<file path="config.mk">
export PLATFORM = sky130hd
export DESIGN_NAME = fetch_stage_flat
export DESIGN_NICKNAME = d
export VERILOG_FILES = /design/src/rtl/fetch_stage_if.sv /design/src/rtl/fetch_stage.sv /design/src/flat_wrapper.sv
export SDC_FILE = /design/constraint.sdc
export NUM_CORES = 1
export LEC_CHECK = 0
export BUFFER_PORTS_ARGS = -buffer_cell sky130_fd_sc_hd__buf_2
export CAP_MARGIN = 20
export CORE_MARGIN = 2
export CORE_UTILIZATION = 30
export CTS_BUF_LIST = sky130_fd_sc_hd__clkbuf_2 sky130_fd_sc_hd__clkbuf_4 sky130_fd_sc_hd__clkbuf_8
export CTS_CLUSTER_DIAMETER = 200
export DETAILED_ROUTE_END_ITERATION = 6
export GPL_ROUTABILITY_DRIVEN = 1
export PLACE_DENSITY = 0.54
export REMOVE_ABC_BUFFERS = 1
export SLEW_MARGIN = 20
export SYNTH_ARGS = -nofsm -noshare
export SYNTH_HDL_FRONTEND = slang
export SYNTH_SLANG_ARGS = --single-unit
</file>
<file path="constraint.sdc">
create_clock -name clk -period 3.9 [get_ports clk]
set_input_delay 0.195 -clock clk [delete_from_list [all_inputs] [get_ports clk]]
set_output_delay 0.195 -clock clk [all_outputs]
set_load 0.01 [all_outputs]
</file>
<file path="src/rtl/fetch_stage_if.sv">
// Fetch-stage bus: hazard/redirect controls in, instruction memory port,
// and the IF/ID pipeline register outputs consumed by decode.
// Handshake: there is no valid/ready pair here; stall and flush are level
// controls sampled on every rising clk edge, and ifid_valid qualifies the
// IF/ID register contents on the cycle they are presented.
interface fetch_stage_if;
    logic        stall;
    logic        flush;
    logic [63:0] branch_target;
    logic [63:0] inst_addr;
    logic [31:0] inst_data;
    logic [63:0] ifid_pc;
    logic [31:0] ifid_instruction;
    logic        ifid_valid;
    logic        halted;
    logic        misaligned;
    logic [31:0] fetch_count;
    logic [1:0]  fsm_state;

    // Fetch stage side: drives memory address and IF/ID contents.
    modport master (
        input  stall, flush, branch_target, inst_data,
        output inst_addr, ifid_pc, ifid_instruction, ifid_valid,
               halted, misaligned, fetch_count, fsm_state
    );

    // Environment side: hazard unit, EX stage, instruction memory, decode.
    modport slave (
        output stall, flush, branch_target, inst_data,
        input  inst_addr, ifid_pc, ifid_instruction, ifid_valid,
               halted, misaligned, fetch_count, fsm_state
    );
endinterface

</file>
<file path="src/rtl/fetch_stage.sv">
// Instruction-fetch stage: program counter, IF/ID pipeline register,
// stall/redirect handling and end-of-program halt. The FSM state is
// exposed on bus.fsm_state (0=RUN, 1=HALT, 2=ERR).
module fetch_stage #(
    parameter logic [63:0] RESET_PC = 64'h0,
    parameter logic [63:0] END_PC   = 64'd148,
    parameter logic [31:0] NOP_INSN = 32'h00000013
) (
    input  logic          clk,
    input  logic          reset_n,
    fetch_stage_if.master bus
);

    typedef enum logic [1:0] {
        ST_RUN  = 2'd0,
        ST_HALT = 2'd1,
        ST_ERR  = 2'd2
    } state_t;

    state_t      state_q, state_d;
    logic [63:0] pc_q, pc_d;
    logic [63:0] ifid_pc_q, ifid_pc_d;
    logic [31:0] ifid_insn_q, ifid_insn_d;
    logic        ifid_valid_q, ifid_valid_d;
    logic        halted_q, halted_d;
    logic        misaligned_q, misaligned_d;
    logic [31:0] count_q, count_d;
    logic        target_misaligned;

    assign target_misaligned = (bus.branch_target[1:0] != 2'b00);

    // Register all architectural state; reset discards IF/ID immediately.
    always_ff @(posedge clk or negedge reset_n) begin
        if (!reset_n) begin
            state_q      <= ST_RUN;
            pc_q         <= RESET_PC;
            ifid_pc_q    <= 64'h0;
            ifid_insn_q  <= NOP_INSN;
            ifid_valid_q <= 1'b0;
            halted_q     <= 1'b0;
            misaligned_q <= 1'b0;
            count_q      <= 32'h0;
        end else begin
            state_q      <= state_d;
            pc_q         <= pc_d;
            ifid_pc_q    <= ifid_pc_d;
            ifid_insn_q  <= ifid_insn_d;
            ifid_valid_q <= ifid_valid_d;
            halted_q     <= halted_d;
            misaligned_q <= misaligned_d;
            count_q      <= count_d;
        end
    end

    // Next-state logic; priority is ERR > flush > stall > normal fetch.
    always_comb begin
        state_d      = state_q;
        pc_d         = pc_q;
        ifid_pc_d    = ifid_pc_q;
        ifid_insn_d  = ifid_insn_q;
        ifid_valid_d = ifid_valid_q;
        halted_d     = halted_q;
        misaligned_d = misaligned_q;
        count_d      = count_q;

        case (state_q)
            ST_RUN, ST_HALT: begin
                if (bus.flush) begin
                    // Redirect always squashes IF/ID and leaves HALT.
                    ifid_pc_d    = 64'h0;
                    ifid_insn_d  = NOP_INSN;
                    ifid_valid_d = 1'b0;
                    halted_d     = 1'b0;
                    if (target_misaligned) begin
                        misaligned_d = 1'b1;
                        state_d      = ST_ERR;
                    end else begin
                        pc_d    = bus.branch_target;
                        state_d = ST_RUN;
                    end
                end else if (bus.stall) begin
                    // Hold PC, IF/ID and the counter.
                end else if (state_q == ST_HALT || pc_q >= END_PC) begin
                    ifid_pc_d    = 64'h0;
                    ifid_insn_d  = NOP_INSN;
                    ifid_valid_d = 1'b0;
                    halted_d     = 1'b1;
                    state_d      = ST_HALT;
                end else begin
                    ifid_pc_d    = pc_q;
                    ifid_insn_d  = bus.inst_data;
                    ifid_valid_d = 1'b1;
                    pc_d         = pc_q + 64'd4;
                    count_d      = (count_q == 32'hFFFF_FFFF) ? count_q : count_q + 32'd1;
                end
            end
            default: begin
                // ERR: bubble forever, only reset leaves.
                ifid_pc_d    = 64'h0;
                ifid_insn_d  = NOP_INSN;
                ifid_valid_d = 1'b0;
                halted_d     = 1'b0;
                misaligned_d = 1'b1;
                state_d      = ST_ERR;
            end
        endcase
    end

    assign bus.inst_addr        = pc_q;
    assign bus.ifid_pc          = ifid_pc_q;
    assign bus.ifid_instruction = ifid_insn_q;
    assign bus.ifid_valid       = ifid_valid_q;
    assign bus.halted           = halted_q;
    assign bus.misaligned       = misaligned_q;
    assign bus.fetch_count      = count_q;
    assign bus.fsm_state        = state_q;

endmodule

</file>
<file path="src/flat_wrapper.sv">
// flat-port wrapper written by rule: the top's interface ports become plain ports
module fetch_stage_flat 
#(
    parameter logic [63:0] RESET_PC = 64'h0,
    parameter logic [63:0] END_PC   = 64'd148,
    parameter logic [31:0] NOP_INSN = 32'h00000013
)
  (clk, reset_n, bus_stall, bus_flush, bus_branch_target, bus_inst_data, bus_inst_addr, bus_ifid_pc, bus_ifid_instruction, bus_ifid_valid, bus_halted, bus_misaligned, bus_fetch_count, bus_fsm_state);
  fetch_stage_if bus_i ();
  input  logic clk;
  input  logic reset_n;
  input wire logic [$bits(bus_i.stall)-1:0] bus_stall;
  input wire logic [$bits(bus_i.flush)-1:0] bus_flush;
  input wire logic [$bits(bus_i.branch_target)-1:0] bus_branch_target;
  input wire logic [$bits(bus_i.inst_data)-1:0] bus_inst_data;
  output wire logic [$bits(bus_i.inst_addr)-1:0] bus_inst_addr;
  output wire logic [$bits(bus_i.ifid_pc)-1:0] bus_ifid_pc;
  output wire logic [$bits(bus_i.ifid_instruction)-1:0] bus_ifid_instruction;
  output wire logic [$bits(bus_i.ifid_valid)-1:0] bus_ifid_valid;
  output wire logic [$bits(bus_i.halted)-1:0] bus_halted;
  output wire logic [$bits(bus_i.misaligned)-1:0] bus_misaligned;
  output wire logic [$bits(bus_i.fetch_count)-1:0] bus_fetch_count;
  output wire logic [$bits(bus_i.fsm_state)-1:0] bus_fsm_state;
  assign bus_i.stall = bus_stall;
  assign bus_i.flush = bus_flush;
  assign bus_i.branch_target = bus_branch_target;
  assign bus_i.inst_data = bus_inst_data;
  assign bus_inst_addr = bus_i.inst_addr;
  assign bus_ifid_pc = bus_i.ifid_pc;
  assign bus_ifid_instruction = bus_i.ifid_instruction;
  assign bus_ifid_valid = bus_i.ifid_valid;
  assign bus_halted = bus_i.halted;
  assign bus_misaligned = bus_i.misaligned;
  assign bus_fetch_count = bus_i.fetch_count;
  assign bus_fsm_state = bus_i.fsm_state;
  fetch_stage #(.RESET_PC(RESET_PC), .END_PC(END_PC), .NOP_INSN(NOP_INSN)) u_core (.clk(clk), .reset_n(reset_n), .bus(bus_i));
endmodule
</file>
# Yosys cells after proc, flatten, opt, wreduce, memory -nomap -nowiden
# Index checks and enable logic that the tools add are counted.
# W data, S select, Z words.
# word_totals
latchBits	0
inputBits	100
word_cells	60
mem_bits_rw	0
mem_bits_ro	0
output_inout_bits	197
n_memories	0
ff_bits	197
# op_classes
div_mod_pow	0
n_lt_le_gt_ge	1
n_eq_ne	9
n_shift	0
addsub	2
n_reduce_logical	8
multipliers	0
bitwise	4
muxes	28
# op_table
op	n
$mux W64	8
$mux W32	4
$add A64 B3 Y64 const B	1
$ge A64 B8 Y1 const B	1
$add A32 B1 Y32 const B	1
$eq A32 B32 Y1 const B	1
$mux W1	11
$mux W2	5
$ne A2 B2 Y1 const B	3
$reduce_and A5 Y1	1
$ne A2 B1 Y1 const B	2
$not A1 Y1	4
$reduce_and A2 Y1	2
$reduce_and A4 Y1	1
$ne A3 B2 Y1 const B	1
$ne A3 B3 Y1 const B	1
$eq A2 B1 Y1 const B	1
$logic_not A2 Y1	1
$reduce_bool A2 Y1	1
$reduce_or A2 Y1	1
$logic_or A1 B1 Y1	1

# Longest topological paths before layout
# Gate-level depths: netlist (run 1).
# depth
depth_word	6
depth_mapped	10
mapped_depth_nobuf	8

# Least setup slack after synthesis (run 1)
# Ideal clock, no wire load.
# synth_path
path_type	flip-flop to flip-flop
from	reg u_core.pc_q[12], in the netlist u_core.bus.inst_addr[12]
to	reg u_core.pc_q[56], in the netlist u_core.bus.inst_addr[56]
required_ns	3.779
period_less_slack_ns	2.172
n_path_buf	1
stages_incl_launch_ff	8
slack_ns	1.728
arrival_ns	2.051
setup_time_ns	0.121
path_cell_list	dfrtp_1 -> nand4_2 -> or3_1 -> buf_2 -> or4_4 -> nor3_2 -> a2bb2oi_1 -> o22a_1
# synth_via
elab_chain_cells	4
elab_cells_between_ends	8
classes_between	1 x add/sub; 1 x order compare; 1 x eq/ne; 3 x mux; 2 x reduce/logical
# synth_lines
element	line	text
start, declared	fetch_stage.sv:21	logic [63:0] pc_q, pc_d;
start signal, assigned	fetch_stage.sv:45	pc_q <= pc_d;
$add A64 B3 Y64 or $ge A64 B8 Y1 (tied branches)	fetch_stage.sv:93, fetch_stage.sv:83	
$mux W64 or $logic_or A1 B1 Y1 (tied branches)	fetch_stage.sv:83	end else if (state_q == ST_HALT || pc_q >= END_PC) begin
$mux W64 or $ne A2 B2 Y1 (tied branches)	-	
$mux W64 or $reduce_and A4 Y1 (tied branches)	-	
# Parallel ways exist; a longest one is shown, timed or not. The select of a mux whose other input is x is not followed.
# A chain may end at the register's enable or synchronous reset.

# Final worst setup path (run 1)
# layout_path
from	reg u_core.pc_q[29], in the netlist u_core.bus.inst_addr[29]
to	reg u_core.ifid_insn_q[8], in the netlist u_core.bus.ifid_instruction[8]
# layout_via
elab_chain_cells	6
# layout_lines
element	line	text
$ge A64 B8 Y1	fetch_stage.sv:83	
$logic_or A1 B1 Y1	fetch_stage.sv:83	
$mux W32	fetch_stage.sv:83	
$mux W32	fetch_stage.sv:81	end else if (bus.stall) begin
$mux W32	fetch_stage.sv:68	if (bus.flush) begin
$mux W32	fetch_stage.sv:66	case (state_q)
end signal, assigned	fetch_stage.sv:47	ifid_insn_q <= ifid_insn_d;
end, declared	fetch_stage.sv:23	logic [31:0] ifid_insn_q, ifid_insn_d;
# No other way between the ends. The select of a mux whose other input is x is not followed.

==> impl_metrics.json, run 1 <==
{
  "status": "complete, no violations",
  "initial_utilization_pct": 30.3,
  "use_met3_pct": 4.16,
  "dp.cells": 1430,
  "power.density_nw_per_um2": 336,
  "row_count": 61,
  "dpl_worst_slack_ps": 812,
  "cts.sinks": 196,
  "place_hpwl_mm": 18.4,
  "wire_per_inst_um": 17.7,
  "synthMuxAreaShare_pct": 0.777,
  "worst_path_max_delay_cell": "a2111oi_4",
  "grtUsageMet1_pct": 26.3,
  "synth-simple-area-share_pct": 22.8,
  "via_per_inst": 4.92,
  "finalClockSkew_ps": 28.5,
  "die_y_um": 171,
  "finalNonFillerCells": 1534,
  "drt-pass1-iter-count": 4,
  "ir_drop_mv": 0.205,
  "clk_latency_ps": 470,
  "syn_avg_cell_area_um2": 10.6,
  "critical_path_peak_fanout": 28,
  "synth_edf_count": 0,
  "whs_ps": 35.3,
  "io_buffers": 296,
  "max_freq_mhz": 326,
  "final_nets": 1246,
  "first_global_vias": 7228,
  "core_area_um2": 27600,
  "area_delta_synth_final_pct": 35.3,
  "slew_viol_final": 0,
  "cts_resized": 0,
  "cts_buffers": 17,
  "dieArea_um2": 29300,
  "netlist_area_um2": 8380,
  "dieWidth_um": 171,
  "clkTransAtPathRegs_ps": 120,
  "met2_usage_pct": 27.7,
  "worst-slew-pin-transition_ps": 1060,
  "ctsRootBufferMaster": "clkbuf_8",
  "synth_xor_area_share_pct": 2.93,
  "cts_tree": "yes",
  "yosysSeqAreaShare_pct": 58.6,
  "clockBufferDepth": 2,
  "rsz0062_at_grt": "no",
  "slowest_delay_ps": 620,
  "place.gp.congestion": 0.818,
  "drc": 0,
  "required_ps": 4310,
  "fin_area_um2": 11300,
  "setup_ws_ps": 831,
  "synth_fa_ha_area_share_pct": 0.597,
  "track_usage_pct": 18.4,
  "power_mw": 3.81,
  "ys_seq_elements": 196,
  "antenna_found_initial": 3,
  "timing_hold_violations_final": 0,
  "drt.antenna.violating_nets": 0,
  "worstHoldPathType": "in -> reg",
  "path_cells": "nor4_1 -> nand4_1 -> a2111oi_4 -> and2_1 -> buf_4 -> a22o_1",
  "relSlewSlack_pct": 28.3,
  "grt_pass1_wl_mm": 42.0,
  "grt_max_degree": 97,
  "start_kind": "flop",
  "cp-end-kind": "flop",
  "htreeDepth": 4,
  "drive_gt1_share_pct": 31.8,
  "critical_path_class": "reg -> reg",
  "synth_compound_area_share_pct": 11.1,
  "fin_util_pct": 41.0,
  "setup_violations": 0,
  "finalCritPeriodShare_pct": 78.7,
  "fin_crit_ps": 3070,
  "synth_top_family_by_area": "simple AND/OR/NAND/NOR gates",
  "grt_busiest_layer": "met2",
  "wirelength_mm": 27.1,
  "synthCells": 792,
  "synth_flop_cell": "dfrtp_1",
  "p_leak_nw": 6.08,
  "synth.distinct_cells": 55,
  "drt_iter0_drc": 475,
  "cp.arrival_ps": 3480,
  "synth-async-reset-ratio_pct": 100,
  "tns_ps": 0,
  "vias": 7550,
  "drv_cap": 0,
  "yosysWarnings": 0,
  "grt-ovfl-total": 0,
  "place_area_um2": 10200,
  "io_pins": 297
}
[report_power, final]
group          internal, mW  switching, mW
Combinational         0.168          0.199
Sequential             2.07         0.0556
Clock                 0.472          0.840
Total                  2.71           1.10
[flip-flops by register name (all words and copies together) (netlist names)]
name / flops
u_core.bus.ifid_instruction: 32
u_core.bus.fsm_state: 2
u_core.bus.ifid_pc: 64
u_core.bus.inst_addr: 64
u_core.bus.fetch_count: 32
u_core.bus.ifid_valid: 1
u_core.bus.misaligned: 1
[area by class of cell]
cell class                      instances  area (µm²)
Antenna cell                            2        5.00
Clock buffer                           17         234
Clock inverter                         14         140
Fill cell                            2780       16300
Inverter                               13        48.8
Multi-Input combinational cell        534        3210
Sequential cell                       196        4910
Tap cell                              378         473
Timing Repair Buffer                  380        2310
[logic make-up (layout without fill, tap and decap cells)]
kind of cell	Yosys count	in the layout
adder cells (fa/ha/maj)	4	4
buffers and inverters	62	424
AO/OA/AOI/OAI	127	127
AND/OR/NAND/NOR	369	369
other	0	2
flip-flops	196	196
multiplexers	6	6
XOR/XNOR	28	28
[worst paths after layout]
path / cells after the start / start / slack (ps) / to
min in group asynchronous: 2 / reset_n / 320 / u_core.bus.ifid_pc[48]$_DFFE_PN0P_
setup reg to reg: 6 / u_core.bus.inst_addr[29]$_DFFE_PN0P_ / 830 / u_core.bus.ifid_instruction[8]$_DFFE_PN0P_
hold / removal: 3 / bus_branch_target[13] / 40 / u_core.bus.inst_addr[13]$_DFFE_PN0P_
hold reg to reg: 2 / u_core.bus.ifid_pc[3]$_DFFE_PN0P_ / 480 / u_core.bus.ifid_pc[3]$_DFFE_PN0P_
max in group asynchronous: 3 / reset_n / 2560 / u_core.bus.inst_addr[16]$_DFFE_PN0P_
setup / recovery: 6 / u_core.bus.inst_addr[29]$_DFFE_PN0P_ / 830 / u_core.bus.ifid_instruction[8]$_DFFE_PN0P_
[critical path, delay by kind of cell (launching register included)]
| kind | cells | cell delay (ps) |
|---|---|---|
| AO/OA/AOI/OAI | 2 | 820 |
| buffers and inverters | 1 | 410 |
| flip-flops | 1 | 450 |
| AND/OR/NAND/NOR | 3 | 1310 |
[synth_stat cells, types with 5 or more instances]
master    count  share of area (%)
dfrtp_1     193                 58
buf_2        11               0.66
inv_1        13               0.58
a22o_1       40                4.2
o22ai_1       5               0.37
a21oi_1      25                1.5
nand4_1      20                1.5
nor3_1       17                1.0
o22a_1        6               0.63
nand3_1      35                2.1
nor4_1       25                1.9
xor2_1       21                2.2
and3_1       68                5.1
o21ai_0      21                1.3
nand2_1     102                4.6
xnor2_1       7               0.73
clkbuf_1     31                1.4
buf_4         5               0.45
nor2_1       63                2.8
or3_1         5               0.37
[timing repair]
item | in CTS | in global routing
endpoints found under the hold margin | 164 | 0
setup buffers | 0 | 0
hold buffers | 71 | 0
[cells in the final DEF (no fill, tap or decap), drive strengths merged, types with 3 or more instances in the layout]
cell type	synthesis	routed
o22ai	5	5
buf	18	308
nand3	36	36
dlygate4sd3	0	71
nand2b	3	3
a22o	40	40
o21ai	23	23
a32oi	3	3
and3	68	68
mux2	4	4
clkinv	0	6
dfstp	3	3
a21oi	25	25
ha	4	4
nand4	22	22
or3	5	5
or2	3	3
inv	13	20
o22a	6	6
xor2	21	21
or4	6	6
a21o	4	4
nor2	63	63
a31oi	3	3
nand2	102	102
o41ai	4	4
and4	4	4
and2	5	5
nor4	26	26
xnor2	7	7
clkbuf	31	18
a22oi	3	3
nor3	21	21
dfrtp	193	193
[metal layers]
| metal | up-vias | wire length (µm) |
|---|---|---|
| met2 | 284 | 12100 |
| met3 | 28 | 1890 |
| li1 | 3560 | - |
| met4 | 2 | 429 |
| met1 | 3676 | 12700 |
| met5 | - | 13 |
Note: power is estimated with default switching activity, not from simulation.
==> inputs of run 2 (changes only) <==
==> constraint.sdc (replaced) <==
create_clock -name clk -period 3 [get_ports clk]
set_input_delay 0.15 -clock clk [delete_from_list [all_inputs] [get_ports clk]]
set_output_delay 0.15 -clock clk [all_outputs]
set_load 0.01 [all_outputs]
==> run 2 against run 1 <==
  * Worst setup slack worse by 560 ps
  * Register-to-register slack worse by 560 ps
  * Clock skew is 0.79 ps lower
  * Via count is 1.1% higher
  * Clock-buffer cell count is 1 higher
  * Critical endpoint is now u_core.bus.inst_addr[2]$_DFFE_PN0P_
==> impl_metrics.json, run 2 (synthesis gave the netlist of run 1 again) <==
{
  "status": "complete, no violations",
  "start_kind": "flop",
  "dp.cells": 1442,
  "grt-ovfl-total": 0,
  "ctsRootBufferMaster": "clkbuf_8",
  "power.density_nw_per_um2": 433,
  "slew_viol_final": 0,
  "r2r_slack_ps": 270,
  "place_hpwl_mm": 18.7,
  "row_count": 61,
  "switchingPower_mw": 1.46,
  "regArea_um2": 4910,
  "vias": 7632,
  "max_freq_mhz": 367,
  "place.gp.congestion": 0.811,
  "io_pins": 297,
  "path_cells": "nor4_1 -> nand4_1 -> nor4_1 -> a21oi_2 -> a211oi_1 -> a21oi_1",
  "critical_path_class": "reg -> reg",
  "drv_cap": 0,
  "required_ps": 3310,
  "area_delta_synth_final_pct": 39.2,
  "die_y_um": 171,
  "dpl_worst_slack_ps": 177,
  "p_seq_share_pct": 54.8,
  "cts_setup_buffers": 0,
  "track_usage_pct": 18.4,
  "htreeDepth": 4,
  "finalCritPeriodShare_pct": 90.9,
  "p_int_mw": 3.59,
  "setup_violations": 0,
  "multiInputGateArea_um2": 3210,
  "drt-pass1-iter-count": 4,
  "fin_util_pct": 42.2,
  "first_global_vias": 7356,
  "crit_top_cell": "nor4_1",
  "clockBufferDepth": 2,
  "final_nets": 1276,
  "timing_hold_violations_final": 0,
  "worst-slew-pin-transition_ps": 879,
  "cp_top_family": "simple AND/OR/NAND/NOR gates",
  "antenna_found_initial": 4,
  "power_frac_clock_pct": 35.3,
  "dieArea_um2": 29300,
  "cts_tree": "yes",
  "final_common_cell": "buf_2",
  "setup_ws_ps": 272,
  "layout_common_cells": "295 x buf_2, 193 x dfrtp_1, 102 x nand2_1",
  "via_per_inst": 4.88,
  "drt_iter0_drc": 440,
  "cp-end-kind": "flop",
  "io_buffers": 296,
  "core_area_um2": 27600,
  "cp.arrival_ps": 3040,
  "relSlewSlack_pct": 41.4,
  "critical_path_peak_fanout": 14,
  "cts.sinks": 196,
  "grt_pass1_wl_mm": 41.9,
  "ir_drop_mv": 0.209,
  "clkTransAtPathRegs_ps": 120,
  "pwr-share-comb_pct": 9.9,
  "initial_utilization_pct": 30.3,
  "drt.antenna.violating_nets": 0,
  "fin_crit_ps": 2730,
  "clk_latency_ps": 470,
  "critPathBufInv": 0,
  "fin_area_um2": 11700,
  "drive_gt1_share_pct": 32.2,
  "dieWidth_um": 171,
  "wirelength_mm": 27.3,
  "whs_ps": 29.7,
  "cts_buffers": 17,
  "grt_max_degree": 90,
  "swShare_pct": 28.8,
  "worst_path_max_delay_cell": "nor4_1",
  "finalNonFillerCells": 1565,
  "num-fill-cells": 2748,
  "worstHoldPathType": "in -> reg",
  "drc": 0,
  "rsz0062_at_grt": "no",
  "slowest_delay_ps": 580,
  "finalClockSkew_ps": 27.7,
  "p_leak_nw": 6.24,
  "wire_per_inst_um": 17.4,
  "place_area_um2": 10400
}
run 2: changes by cell type in the layout (fill, tap and decap cells not counted), moves of 2 or more:
| cell | delta |
|---|---|
| buf_12 | +2 |
| buf_4 | +10 |
| clkinv_4 | -2 |
| dlygate4sd3_1 | +18 |
run 2: final cells by class:
cell class / count / area share, %
well taps: 378 / 4.06
clock inverters: 14 / 1.32
repair buffers: 410 / 22.4
inverters: 13 / 0.419
multi-input cells: 534 / 27.6
diodes: 2 / 0.0429
clock buffers: 18 / 2.13
flip-flops and latches: 196 / 42.1
run 2: worst register-to-register path: stages, from the launching register on:
cell	delay, ps
dfrtp_1	430
nor4_1	580
nand4_1	240
nor4_1	560
a21oi_2	370
a211oi_1	330
a21oi_1	70
run 2: what timing repair did:
action,4_1_cts,5_1_grt
endpoints found under the setup margin,0,28
hold buffers,89,0
gates resized for setup,0,1
endpoints found under the hold margin,170,0
run 2: per-layer routing:
layer / vias up / global-route usage [%] / routed length (µm)
met2: 267 / 28.7 / 12400
li1: 3614 / - / -
met5: - / 0 / 30
met3: 35 / 4.16 / 1810
met1: 3712 / 25.5 / 12600
met4: 4 / 5.31 / 467
run 2: through the flow:
step,power (mW),setup TNS [ps]
3_5_place_dp,3.23,0
3_3_place_gp,3.23,0
6_report,5.05,0
5_1_grt,5.28,0
4_1_cts,5.13,0
2_1_floorplan,2.95,-51820
run 2: path summary, 6_finish.rpt:
check | from | to | depth (start not counted)
max | u_core.bus.inst_addr[40]$_DFFE_PN0P_ | u_core.bus.inst_addr[2]$_DFFE_PN0P_ | 6
min | bus_flush | u_core.bus.inst_addr[8]$_DFFE_PN0P_ | 3
min in group asynchronous | reset_n | u_core.bus.ifid_pc[48]$_DFFE_PN0P_ | 2
max reg2reg | u_core.bus.inst_addr[40]$_DFFE_PN0P_ | u_core.bus.inst_addr[2]$_DFFE_PN0P_ | 6
max in group asynchronous | reset_n | u_core.bus.ifid_instruction[1]$_DFFE_PN1P_ | 3
min reg2reg | u_core.bus.misaligned$_DFFE_PN0P_ | u_core.bus.misaligned$_DFFE_PN0P_ | 1
run 2: power by group through the flow:
stage / Clock [mW] / Sequential (mW) / Combinational, mW
2_1_floorplan: 0 / 2.83 / 0.123
3_3_place_gp: 0 / 2.82 / 0.414
3_5_place_dp: 0 / 2.82 / 0.414
4_1_cts: 1.86 / 2.77 / 0.507
5_1_grt: 1.95 / 2.78 / 0.555
6_report: 1.78 / 2.77 / 0.499
==> inputs of run 3 (changes only) <==
--- a/config.mk
+++ b/config.mk
@@ -7,13 +7,15 @@
 export LEC_CHECK = 0
 export BUFFER_PORTS_ARGS = -buffer_cell sky130_fd_sc_hd__buf_2
 export CAP_MARGIN = 20
+export CELL_PAD_IN_SITES_DETAIL_PLACEMENT = 0
+export CELL_PAD_IN_SITES_GLOBAL_PLACEMENT = 2
 export CORE_MARGIN = 2
 export CORE_UTILIZATION = 30
 export CTS_BUF_LIST = sky130_fd_sc_hd__clkbuf_2 sky130_fd_sc_hd__clkbuf_4 sky130_fd_sc_hd__clkbuf_8
 export CTS_CLUSTER_DIAMETER = 200
 export DETAILED_ROUTE_END_ITERATION = 6
 export GPL_ROUTABILITY_DRIVEN = 1
-export PLACE_DENSITY = 0.54
+export PLACE_DENSITY = 0.8
 export REMOVE_ABC_BUFFERS = 1
 export SLEW_MARGIN = 20
 export SYNTH_ARGS = -nofsm -noshare
==> run 3 against run 2 <==
  * Register-to-register slack worse by 70 ps
  * Final area up 0.79%
  * Clock-buffer cell count unchanged
  * Total power up 1.7%
  * Non-clock buffer count up 7
  * First-iteration DRC count up 29%
  * Utilization up 0.34 points
  * Critical endpoint is now u_core.bus.fetch_count[29]$_DFFE_PN0P_
  * Largest cell class unchanged
  * Highest routed layer is now met4
==> impl_metrics.json, run 3 (synthesis gave the netlist of run 1 again) <==
{
  "status": "complete, no violations",
  "finalCritPeriodShare_pct": 93.2,
  "rsz0062_at_grt": "yes",
  "cts.sinks": 196,
  "ctsRootBufferMaster": "clkbuf_8",
  "first_global_vias": 7492,
  "row_count": 61,
  "initial_utilization_pct": 30.3,
  "drive_gt1_share_pct": 32.5,
  "drt-pass1-iter-count": 4,
  "die_y_um": 171,
  "r2r_slack_ps": 200,
  "start_kind": "flop",
  "final_nets": 1283,
  "grt_max_degree": 81,
  "dpl_worst_slack_ps": 120,
  "via_per_inst": 4.90,
  "antenna_found_initial": 3,
  "clockBufferDepth": 2,
  "vias": 7708,
  "drt.antenna.violating_nets": 0,
  "drc": 0,
  "finalClockSkew_ps": 29.9,
  "startpoint": "u_core.bus.inst_addr[58]$_DFFE_PN0P_",
  "slew_viol_final": 0,
  "hold_path.startpoint": "bus_branch_target[23]",
  "setup_ws_ps": 205,
  "drv_cap": 0,
  "finalNonFillerCells": 1573,
  "cp.arrival_ps": 3190,
  "drt_iter0_drc": 567,
  "core_area_um2": 27600,
  "clkTransAtPathRegs_ps": 120,
  "fin_crit_ps": 2800,
  "cts_tree": "yes",
  "grt-ovfl-total": 0,
  "worst-slew-pin-transition_ps": 1040,
  "setup_violations": 0,
  "htreeDepth": 4,
  "wirelength_mm": 28.2,
  "final_common_cell": "buf_2",
  "place_hpwl_mm": 19.6,
  "p_leak_nw": 6.28,
  "cp-end-kind": "flop",
  "num-fill-cells": 2770,
  "fin_util_pct": 42.5,
  "dieWidth_um": 171,
  "worstHoldPathType": "in -> reg",
  "place.gp.congestion": 0.790,
  "clk_latency_ps": 480,
  "io_pins": 297,
  "dieArea_um2": 29300,
  "relSlewSlack_pct": 30.7,
  "dp.cells": 1448,
  "critical_path_peak_fanout": 8,
  "area_delta_synth_final_pct": 40.3,
  "critical_path_class": "reg -> reg",
  "ir_drop_mv": 0.249,
  "timing_hold_violations_final": 0,
  "required_ps": 3390,
  "io_buffers": 296,
  "wire_per_inst_um": 17.9,
  "r2r-start": "u_core.bus.inst_addr[58]$_DFFE_PN0P_",
  "cts_buffers": 17,
  "track_usage_pct": 19.1,
  "max_freq_mhz": 358,
  "layout_common_cells": "295 x buf_2, 193 x dfrtp_1, 102 x nand2_1",
  "power.density_nw_per_um2": 437,
  "grt_pass1_wl_mm": 43.7
}
-- run 3: changes by cell type in the layout (fill, tap and decap cells not counted), moves of 2 or more --
cell	before	now
inv_6	5	3
inv_8	4	2
buf_4	22	28
clkinv_8	2	5
-- run 3: worst max-delay path, stage by stage (launching register included) --
cell and delay [ps]:
dfrtp_1 420, nor4_1 510, nand4_1 290, a2111oi_4 560, buf_4 200, nand2_1 180, nor4_1 390, xor2_1 170
-- run 3: timing repair --
| action | 4_1_cts | 5_1_grt |
|---|---|---|
| hold buffers | 90 | 0 |
| setup buffers | 0 | 0 |
| gates resized for setup | 0 | 2 |
| endpoints found under the setup margin | 0 | 5 |
| endpoints found under the hold margin | 167 | 0 |
-- run 3: layout make-up --
class	count	area, µm²	area share [%]
timing repair buffer	417	2660	22.6
inverter	13	48.8	0.415
tap	378	473	4.03
clock inverter	14	185	1.58
clock buffer	18	248	2.11
sequential	196	4910	41.8
multi-input combinational	534	3220	27.4
antenna	3	7.51	0.0639
-- run 3: through the flow --
| stage | hold slack (ps) | power [mW] | setup TNS [ps] | area (µm²) |
|---|---|---|---|---|
| 2_1_floorplan | -146 | 2.95 | -51820 | 8150 |
| 3_3_place_gp | 266 | 3.24 | 0 | 10400 |
| 3_5_place_dp | 270 | 3.24 | 0 | 10400 |
| 4_1_cts | 10.5 | 5.21 | 0 | 11700 |
| 5_1_grt | 57.0 | 5.38 | -7.43 | 11800 |
| 6_report | 40.9 | 5.14 | 0 | 11800 |
-- run 3: worst paths after layout --
check | endpoint | cells past startpoint
hold / removal | u_core.bus.inst_addr[23]$_DFFE_PN0P_ | 4
setup reg to reg | u_core.bus.fetch_count[29]$_DFFE_PN0P_ | 7
setup / recovery | u_core.bus.fetch_count[29]$_DFFE_PN0P_ | 7
max in group asynchronous | u_core.bus.ifid_instruction[1]$_DFFE_PN1P_ | 3
min in group asynchronous | u_core.bus.inst_addr[55]$_DFFE_PN0P_ | 2
hold reg to reg | u_core.bus.ifid_valid$_DFFE_PN0P_ | 2
-- run 3: layer usage --
metal / part of all wire (%) / GRT usage (%) / up-vias
met5: 0 / 0 / -
met4: 0.98 / 4.90 / 0
met3: 8.0 / 5.41 / 13
met2: 45 / 30.0 / 271
met1: 46 / 26.0 / 3794
li1: - / - / 3630
-- run 3: power breakdown --
part / internal [mW] / switching [mW]
Combinational: 0.244 / 0.268
Sequential: 2.70 / 0.0708
Clock: 0.736 / 1.12
Total: 3.67 / 1.46
